==> src/rtl/sram_rw_ctrl.sv <==
// sram_rw_ctrl: sequences wordline, bitline and pulse timing for single-word
// reads/writes to a ROWS x DATA_W 6T cell array and checks read sense complementarity.
module sram_rw_ctrl #(
  parameter int ADDR_W    = 4,
  parameter int ROWS      = 16,
  parameter int DATA_W    = 8,
  parameter int PULSE_CYC = 2
) (
  input  logic              clk,
  input  logic              rst_n,
  input  logic              req_valid,
  output logic              req_ready,
  input  logic              req_we,
  input  logic [ADDR_W-1:0] req_addr,
  input  logic [DATA_W-1:0] req_wdata,
  output logic              resp_valid,
  output logic [DATA_W-1:0] resp_rdata,
  output logic              resp_err,
  output logic [ROWS-1:0]   wl,
  output logic [DATA_W-1:0] bl1_drv,
  output logic [DATA_W-1:0] bl2_drv,
  output logic              write_pulse,
  output logic              read_pulse,
  input  logic [DATA_W-1:0] bl1_sense,
  input  logic [DATA_W-1:0] bl2_sense
);
  typedef enum logic [2:0] {IDLE, SETUP, PULSE, SAMPLE, RECOVER} state_t;
  localparam int CW = PULSE_CYC > 1 ? $clog2(PULSE_CYC) : 1;
  localparam logic [CW-1:0] LAST = CW'(PULSE_CYC - 1);
  state_t        r_state;
  logic          r_we;
  logic          r_bad;
  logic [CW-1:0] r_cnt;
  logic            w_bad;
  logic [ROWS-1:0] w_onehot;
  logic            w_sense_err;
  assign w_bad    = {1'b0, req_addr} >= (ADDR_W+1)'(ROWS);
  assign w_onehot = w_bad ? '0 : ROWS'(1) << req_addr;
  // Every bit must read as a clean complementary pair; unknowns fail the compare too.
  assign w_sense_err = (&(bl1_sense ^ bl2_sense)) !== 1'b1;
  always_ff @(posedge clk or negedge rst_n) begin
    if (!rst_n) begin
      r_state     <= IDLE;
      r_we        <= 1'b0;
      r_bad       <= 1'b0;
      r_cnt       <= '0;
      req_ready   <= 1'b1;
      resp_valid  <= 1'b0;
      resp_rdata  <= '0;
      resp_err    <= 1'b0;
      wl          <= '0;
      bl1_drv     <= '1;
      bl2_drv     <= '1;
      write_pulse <= 1'b0;
      read_pulse  <= 1'b0;
    end else begin
      case (r_state)
        IDLE: if (req_valid && req_ready) begin
          r_state   <= SETUP;
          req_ready <= 1'b0;
          r_we      <= req_we;
          r_bad     <= w_bad;
          wl        <= w_onehot;
          bl1_drv   <= req_we ? req_wdata : '1;
          bl2_drv   <= req_we ? ~req_wdata : '1;
        end
        SETUP: begin
          r_state     <= PULSE;
          r_cnt       <= '0;
          write_pulse <= r_we;
          read_pulse  <= !r_we;
        end
        PULSE: if (r_cnt == LAST) begin
          r_state     <= SAMPLE;
          write_pulse <= 1'b0;
          read_pulse  <= 1'b0;
        end else begin
          r_cnt <= r_cnt + 1'b1;
        end
        SAMPLE: begin
          r_state    <= RECOVER;
          wl         <= '0;
          bl1_drv    <= '1;
          bl2_drv    <= '1;
          resp_valid <= 1'b1;
          resp_rdata <= (r_we || r_bad) ? '0 : bl1_sense;
          resp_err   <= r_bad || (!r_we && w_sense_err);
        end
        RECOVER: begin
          r_state    <= IDLE;
          resp_valid <= 1'b0;
          req_ready  <= 1'b1;
        end
        default: r_state <= IDLE;
      endcase
    end
  end
endmodule

==> config.mk <==
export PLATFORM = sky130hd
export DESIGN_NAME = sram_rw_ctrl
export DESIGN_NICKNAME = d
export VERILOG_FILES = /design/src/rtl/sram_rw_ctrl.sv
export SDC_FILE = /design/constraint.sdc
export NUM_CORES = 1
export LEC_CHECK = 0
export BUFFER_PORTS_ARGS = -buffer_cell sky130_fd_sc_hd__buf_4
export CORE_MARGIN = 1.5
export CORE_UTILIZATION = 30
export CTS_BUF_LIST = sky130_fd_sc_hd__clkbuf_2
export DETAILED_ROUTE_END_ITERATION = 10
export PLACE_DENSITY = 0.55
export SYNTH_ARGS = -nofsm -noshare
export SYNTH_HDL_FRONTEND = slang
export SYNTH_SLANG_ARGS = --single-unit
==> constraint.sdc <==
create_clock -name clk -period 1.4 [get_ports clk]
set_clock_uncertainty 0.05 [all_clocks]
set_input_delay 0.28 -clock clk [delete_from_list [all_inputs] [get_ports clk]]
set_output_delay 0.28 -clock clk [all_outputs]
set_load 0.02 [all_outputs]
==> summary.md, run 1 <==
The run finished, with violations left. The checks that failed: setup timing. The number of enable flip-flop cells after synthesis was 0. In this run the worst hold path is classified as in -> reg. The commonest cells after synthesis are 33 x sky130_fd_sc_hd__dfrtp_1, 17 x sky130_fd_sc_hd__dfstp_2, 15 x sky130_fd_sc_hd__a22o_1, 15 x sky130_fd_sc_hd__nor2_1, 14 x sky130_fd_sc_hd__nand2_1. The tools report the sum of routed wire length over all layers as 5.81 mm.

The detailed router finished its first iteration with 75 violations. Sorting the synthesized cells by area gives the leading types as sky130_fd_sc_hd__dfrtp_1 40%, sky130_fd_sc_hd__dfstp_2 22%, sky130_fd_sc_hd__a22o_1 6.3%. The tools report the post-synthesis sequential area ratio as 0.614. The number of vias per cell after detailed routing was 4.79. The fraction of the cycle the final worst path needs was 1.12. For flop-to-flop paths, the worst setup slack is -0.17 ns.

The clock root buffer was sky130_fd_sc_hd__clkbuf_2. In this run, distinct cell masters in the synthesized netlist total 31. The pre-CTS worst setup slack came out at -0.126 ns.

CTS built an H-tree with a depth of 2. Class of the most critical setup path: reg -> reg. The fraction of layout instances using a drive strength above 1 works out to 0.601. The clock passes through at most 2 buffers. After legalization and detailed placement, the total HPWL measured 3.44 mm. For this run, the top clock speed supported by timing is 637 MHz.

Placeable core area: 6720 um^2. The share of flip-flops with an asynchronous set or reset after synthesis was 1.00. The largest single stage delay on the critical path is 0.61 ns. The Yosys step of the flow raised 0 warnings. The area growth from synthesis to layout is 82.3%. The filler cells instantiated in the layout total 589. After the last flow step, the layout net total stands at 354.

The number of register bits inferred by synthesis is 50, and the maximum fanout along the worst path is 4. Initial cell density of the core: 0.309. The design draws 6.96 mW. The tools report the final worst-path setup slack as -0.171 ns. After detailed routing, the number of remaining DRC violations is 0. The clock sink count is 50. The die span in x was 86.1 um. The number of antenna diodes in the final layout is 0. The cell that appears most often on the critical path is sky130_fd_sc_hd__buf_6. The shortest clock period the worst path allows after layout works out to 1.57 ns. The slowest library cell on the worst path is sky130_fd_sc_hd__dfstp_2. The required arrival time at the worst endpoint was 1.73 ns. Startpoint of the worst register-to-register path: req_ready. The first-pass iteration count of the detailed router is 5, and the top-level port count is 77. Among all cell types in the netlist, the one instantiated most often is sky130_fd_sc_hd__dfrtp_1. The post-route setup TNS was -5.13 ns; the CTS clock-pin slew for the worst setup and hold paths was 0.26 ns. Setup violations remaining at the end of the flow were counted as 50.

STA classifies the critical path endpoint as a flop. The overall routing resource usage is 0.149. Critical path startpoint category: a flop. Power spread over the standard cell area amounts to 1840 nW/um^2. The share of the core filled with cells is 0.562. The end of the worst register-to-register path was wl[4]. The max-slew violation count was 0; the fraction of post-synthesis cell area in the top cell type by area was 0.398.

For the remaining global-route overflow, the log shows 0. For the worst setup path, the data arrival time is 1.90 ns. The mean area per synthesized cell is 12.0 um^2, and the number of rows created at floorplan is 30. The tools report the final-report hold violation count as 0. In this run the worst setup path terminates at wl[4]. In the final routed layout, each cell accounts on average for 14.4 um. Floorplan die area: 7420 um^2. The startpoint of the most critical setup path is req_ready. The synthesized instance count came out at 173.

Once detail routing completed, the nets flagged for antenna violations numbered 0. The biggest area contributor in the post-synthesis netlist is sky130_fd_sc_hd__dfrtp_1. The tools report the static leakage as 1.74 nW. The first global-routing pass estimated 8.69 mm of wire.

The signal on the critical path passes through nand4bb_4 > buf_6 > nor2_4 > buf_6 > nand3b_1 > o31ai_2. Among all flip-flop cells after synthesis, the most frequent one is sky130_fd_sc_hd__dfrtp_1. Entering global routing, the biggest net connects 51 pins.

The die span in y was 86.1 um; the synthesized cell area was 2070 um^2. Setup repair after global routing could not meet its margin everywhere. The tools report the number of max-cap violations as 0.

The number of nets in the synthesized netlist is 205. The total via count after detailed routing was 1,932. The final RePlAce weighted congestion is 0.713, and the total of buffers placed on input and output ports is 76.

TritonCTS built the clock tree. Clock latency on the worst-skew pair, taken at its later pin, is 0.43 ns. The worst register-to-register path has a depth of 6. The tools report the remaining max-slew budget at the tightest pin as 0.823. The initial antenna violation count was 0. The transition time of the tightest slew-check pin works out to 0.266 ns. The largest vdd supply drop is 0.924 mV. The via count of the first global-routing pass was 1,848. In this run, CTS created clock tree buffers numbering 5.
[repair_timing]
action / in CTS / in global routing
hold buffers: 19 / 0
gates resized for setup: 57 / 45
pin swaps: 11 / 10
buffers inserted: 8 / 34
gates cloned: 2 / 0
endpoints found under the setup margin: 51 / 81
hold endpoints to repair: 75 / 0
[worst max-delay path, delay by kind of cell (launching register included)]
kind	cells	cell delay, ns
buf+inv	2	0.28
flops	1	0.61
compound gates	1	0.20
simple gates	3	0.42
[placed cells by master (no fill, tap or decap), drive strengths merged, types with 3 or more instances in the layout]
| cell type | netlist | layout |
|---|---|---|
| nor2 | 16 | 16 |
| clkbuf | 1 | 9 |
| a21oi | 14 | 14 |
| a22o | 15 | 15 |
| o22a | 8 | 8 |
| nand2 | 14 | 14 |
| dlygate4sd3 | 0 | 19 |
| dfstp | 17 | 17 |
| nand2b | 4 | 4 |
| o21ai | 12 | 12 |
| dfrtp | 33 | 33 |
| a21o | 2 | 3 |
| xor2 | 8 | 8 |
| nand3b | 4 | 4 |
| inv | 2 | 3 |
| buf | 8 | 129 |
[power by group]
group	internal (mW)	switching, mW
Sequential	2.09	0.386
Clock	0.141	0.464
Combinational	2.17	1.71
[final cells by class]
type,count,area [um^2],area share
multi-input cells,113,935,0.247
flip-flops and latches,50,1270,0.337
clock buffers,7,35.0,0.00927
clock inverters,1,6.26,0.00166
inverters,2,7.51,0.00199
well taps,80,100,0.0265
repair buffers,150,1420,0.376
[registers in the layout, indices dropped and copies added, names as in the netlist]
register / cells
bl1_drv: 8
req_ready: 1
resp_rdata: 8
write_pulse: 1
bl2_drv: 8
read_pulse: 1
r_we: 1
r_state: 3
resp_valid: 1
resp_err: 1
wl: 16
r_cnt: 1
[metal layers]
metal  GRT usage  part of all wire  wire, um  vias up
li1            -                 -         -      925
met1       0.199              0.43      2510      943
met2       0.236              0.50      2920       58
met3      0.0433             0.054       312        6
met4      0.0440            0.0093        54        0
met5           0                 0         0        -
[logic make-up (layout without fill, tap and decap cells)]
group	Yosys count	after routing	share of synthesized area
compound gates	55	56	0.190
flops	50	50	0.614
simple gates	48	48	0.134
buf+inv	11	160	0.0247
xor+xnor	9	9	0.0380
[worst min path at each step]
| stage | slack (ns) | endpoint | cells past startpoint | startpoint |
|---|---|---|---|---|
| after floorplan | -0.07 | r_cnt | 0 | rst_n |
| after global placement | 0.23 | wl[7] | 2 | rst_n |
| after detailed placement | 0.23 | wl[5] | 2 | rst_n |
| after CTS | 0.06 | wl[12] | 3 | req_addr[2] |
| after global routing | 0.02 | wl[12] | 3 | req_addr[2] |
| final | 0.07 | wl[12] | 3 | req_addr[2] |
[metrics by stage]
stage / instances / hold WS [ns] / area, um^2
floorplan: 173 / -0.0656 / 2080
global placement: 334 / 0.227 / 2840
detailed placement: 334 / 0.226 / 2840
CTS: 371 / 0.0632 / 3390
global route: 403 / 0.0218 / 3780
finish: 403 / 0.0746 / 3780
Power figures use the tool's default switching activity.
==> run 2: changes to the inputs <==
--- a/config.mk
+++ b/config.mk
@@ -8,8 +8,9 @@
 export BUFFER_PORTS_ARGS = -buffer_cell sky130_fd_sc_hd__buf_4
 export CORE_MARGIN = 1.5
 export CORE_UTILIZATION = 30
-export CTS_BUF_LIST = sky130_fd_sc_hd__clkbuf_2
+export CTS_BUF_LIST = sky130_fd_sc_hd__clkbuf_8
 export DETAILED_ROUTE_END_ITERATION = 10
+export GPL_TIMING_DRIVEN = 0
 export PLACE_DENSITY = 0.55
 export SYNTH_ARGS = -nofsm -noshare
 export SYNTH_HDL_FRONTEND = slang
==> run 2 against run 1 <==
  * Global-route usage shrank 0.91 points
  * Non-clock buffer count fell by 53
  * Critical path type unchanged
  * Highest routed layer unchanged
  * Via count down 13%
  * Cell area down 18%
  * The flow still finishes with violations (setup timing)
  * Combinational power is 27% lower
  * Clock power up 31%
  * Routed wire length down 14%
  * Flip-flop and latch count unchanged
  * Cell count down 13%
  * Critical path depth decreased by 2
  * Sequential share of layout area rose by 7.5 points
  * Largest power group unchanged
  * Die area did not move
==> summary.md, run 2 (synthesis gave the netlist of run 1 again) <==
The flow ran to the end, but the final reports show violations. The final reports fail on setup timing. Max-cap violations in this run came to 0. Summing all non-filler instances in the final layout gives an area of 3090 um^2. The congestion estimate from routability-driven global placement came to 0.696. The run gives 0 as the initial antenna violation count. The overall routing resource usage was 0.140; the largest vdd supply drop was 0.728 mV.

The register with the most flip-flops in the layout has 16 of them. The tree built by TritonCTS fans out to 50 sinks. Once placement finished, the instance area stood at 2740 um^2. Detailed placement HPWL: 3.38 mm. During I/O placement, the number of pins put on the boundary was 77. The first global-routing pass estimated 8.09 mm of wire. The completed layout was analyzed and its total power is 6.02 mW. Of all nets on the critical path, the largest fanout is 8. The tools report the floorplan die area as 7420 um^2. The H-tree generated during clock tree synthesis spans 2 levels. The final-stage net count was 301; the initial DRC count was 56.

For this run, the number of standard cells in the final layout without fillers is 350. The library cell used most frequently in the layout, excluding fill and tap cells, is sky130_fd_sc_hd__buf_4. For the remaining max-slew budget at the tightest pin, the log shows 0.580.

The core region is 6720 um^2. Across all hold checks on the routed design, the worst slack comes to 0.0636 ns. The final-report hold violation count was 0; the total placed cells including tap cells was 327. For the worst setup path, the data arrival time is 1.66 ns.

Die span in y: 86.1 um. Timing analysis after detailed placement gives a worst setup slack of -0.238 ns. The detailed router placed 1,682 vias in this run. The fraction of layout instances using a drive strength above 1 came out at 0.522. 0 antenna diodes ended up in the layout. The floorplan has 30 rows. Setup repair after global routing could not meet its margin everywhere. Input and output buffers added on the ports amount to 74. The CTS buffer count came out at 5. The tools report the clock root buffer as sky130_fd_sc_hd__clkbuf_8.

The transition time of the tightest slew-check pin works out to 0.630 ns. The synthesis-to-finish area growth was 48.8%; the shortest clock period the worst path allows after layout was 1.52 ns. The initial cell density of the core was 0.309. The tools report the max-slew violation count as 0. The class of the most critical setup path was reg -> reg. Critical path startpoint category: a flop. More flip-flops sit in one register than any other, and that register is wl.

The static leakage came out at 1.43 nW. The fraction of the cycle the final worst path needs was 1.09. The power density relative to cell area is 1950 nW/um^2, and the count of antenna-violating nets left after detailed routing is 0. Peak clock frequency supported by timing: 657 MHz.

The worst hold path belongs to the class in -> reg. The run gives 1,625 as the via count of the first global-routing pass. Clock-pin slew was measured on the worst setup and hold paths at 0.09 ns. The worst setup path is captured at a flop.

For the final number of setup-violating endpoints, the log shows 34. The die is 86.1 um wide. After detailed routing, the total wire length is 5.00 mm. In the final routed layout, each cell accounts on average for 14.3 um. Dividing the detail-routed via count by the number of cells gives 4.81. The logs give -0.121 ns for the final worst-path setup slack and 1.54 ns for the required arrival time at the worst endpoint.

Buffer levels on the longest clock path: 2. Before antenna repair, the detailed router went through 4 iterations. The post-route DRC violation count is 0, and the source-to-sink clock delay at the later pin of the worst-skew pair is 0.30 ns. TritonCTS built the clock tree.

For the maximum number of pins on one net before global-route repair, the log shows 51. In the layout the commonest cells are 80 x sky130_fd_sc_hd__buf_4, 33 x sky130_fd_sc_hd__dfrtp_1, 17 x sky130_fd_sc_hd__dfstp_2. The run gives 0 as the remaining global-route overflow.
run 2: cell types whose count changed in the layout (fill, tap and decap cells not counted), sizes merged:
cell	previous run	this run
dlygate4sd3	19	1
clkbuf	9	6
a21o	3	2
nor2	16	17
buf	129	95
inv	3	5
run 2: cell type report:
class / count / area (um^2)
tap: 80 / 100
fill: 671 / 3630
sequential: 50 / 1270
buffer: 9 / 76.3
clock inverter: 3 / 11.3
multi-input combinational: 113 / 856
inverter: 2 / 7.51
clock buffer: 5 / 68.8
timing repair buffer: 88 / 693
run 2: what timing repair did:
item,4_1_cts,5_1_grt
resized for setup,29,18
endpoints found under the hold margin,33,0
setup buffers,7,3
pin swaps,17,19
hold buffers,1,0
endpoints found under the setup margin,42,45
cloned,4,0
run 2: through the flow:
step / TNS [ns] / utilization
6_report: -1.46 / 0.459
5_1_grt: -3.88 / 0.459
4_1_cts: -2.08 / 0.447
3_5_place_dp: -5.23 / 0.407
3_3_place_gp: -4.86 / 0.407
2_1_floorplan: -1.07 / -
run 2: report_power, final:
part / switching, mW / leakage [nW] / total (mW) / internal, mW
Clock: 0.455 / 0.0519 / 0.790 / 0.335
Combinational: 1.45 / 0.763 / 2.82 / 1.37
Sequential: 0.323 / 0.611 / 2.41 / 2.08
Total: 2.23 / 1.43 / 6.02 / 3.79
run 2: worst max-delay path: stages, from the launching register on:
cell and delay (ns):
sky130_fd_sc_hd__dfstp_2 0.57, sky130_fd_sc_hd__nand4bb_4 0.18, sky130_fd_sc_hd__a21o_4 0.29, sky130_fd_sc_hd__buf_6 0.13, sky130_fd_sc_hd__a32o_1 0.19
run 2: path summary, 6_finish.rpt:
kind / depth (start not counted) / slack, ns / start / end
worst max-delay path: 4 / -0.12 / req_ready / wl[3]
worst min-delay path: 2 / 0.06 / req_wdata[5] / bl2_drv[5]
worst max register to register: 4 / -0.12 / req_ready / wl[3]
worst min register to register: 2 / 0.44 / wl[5] / wl[5]
max in group asynchronous: 2 / 0.38 / rst_n / resp_valid
min in group asynchronous: 2 / 0.49 / rst_n / wl[6]
run 2: layer usage:
| layer | GRT usage | wire length [um] |
|---|---|---|
| met4 | 0.0484 | 68 |
| met1 | 0.202 | 2360 |
| met5 | 0 | 0 |
| met2 | 0.210 | 2310 |
| met3 | 0.0289 | 258 |
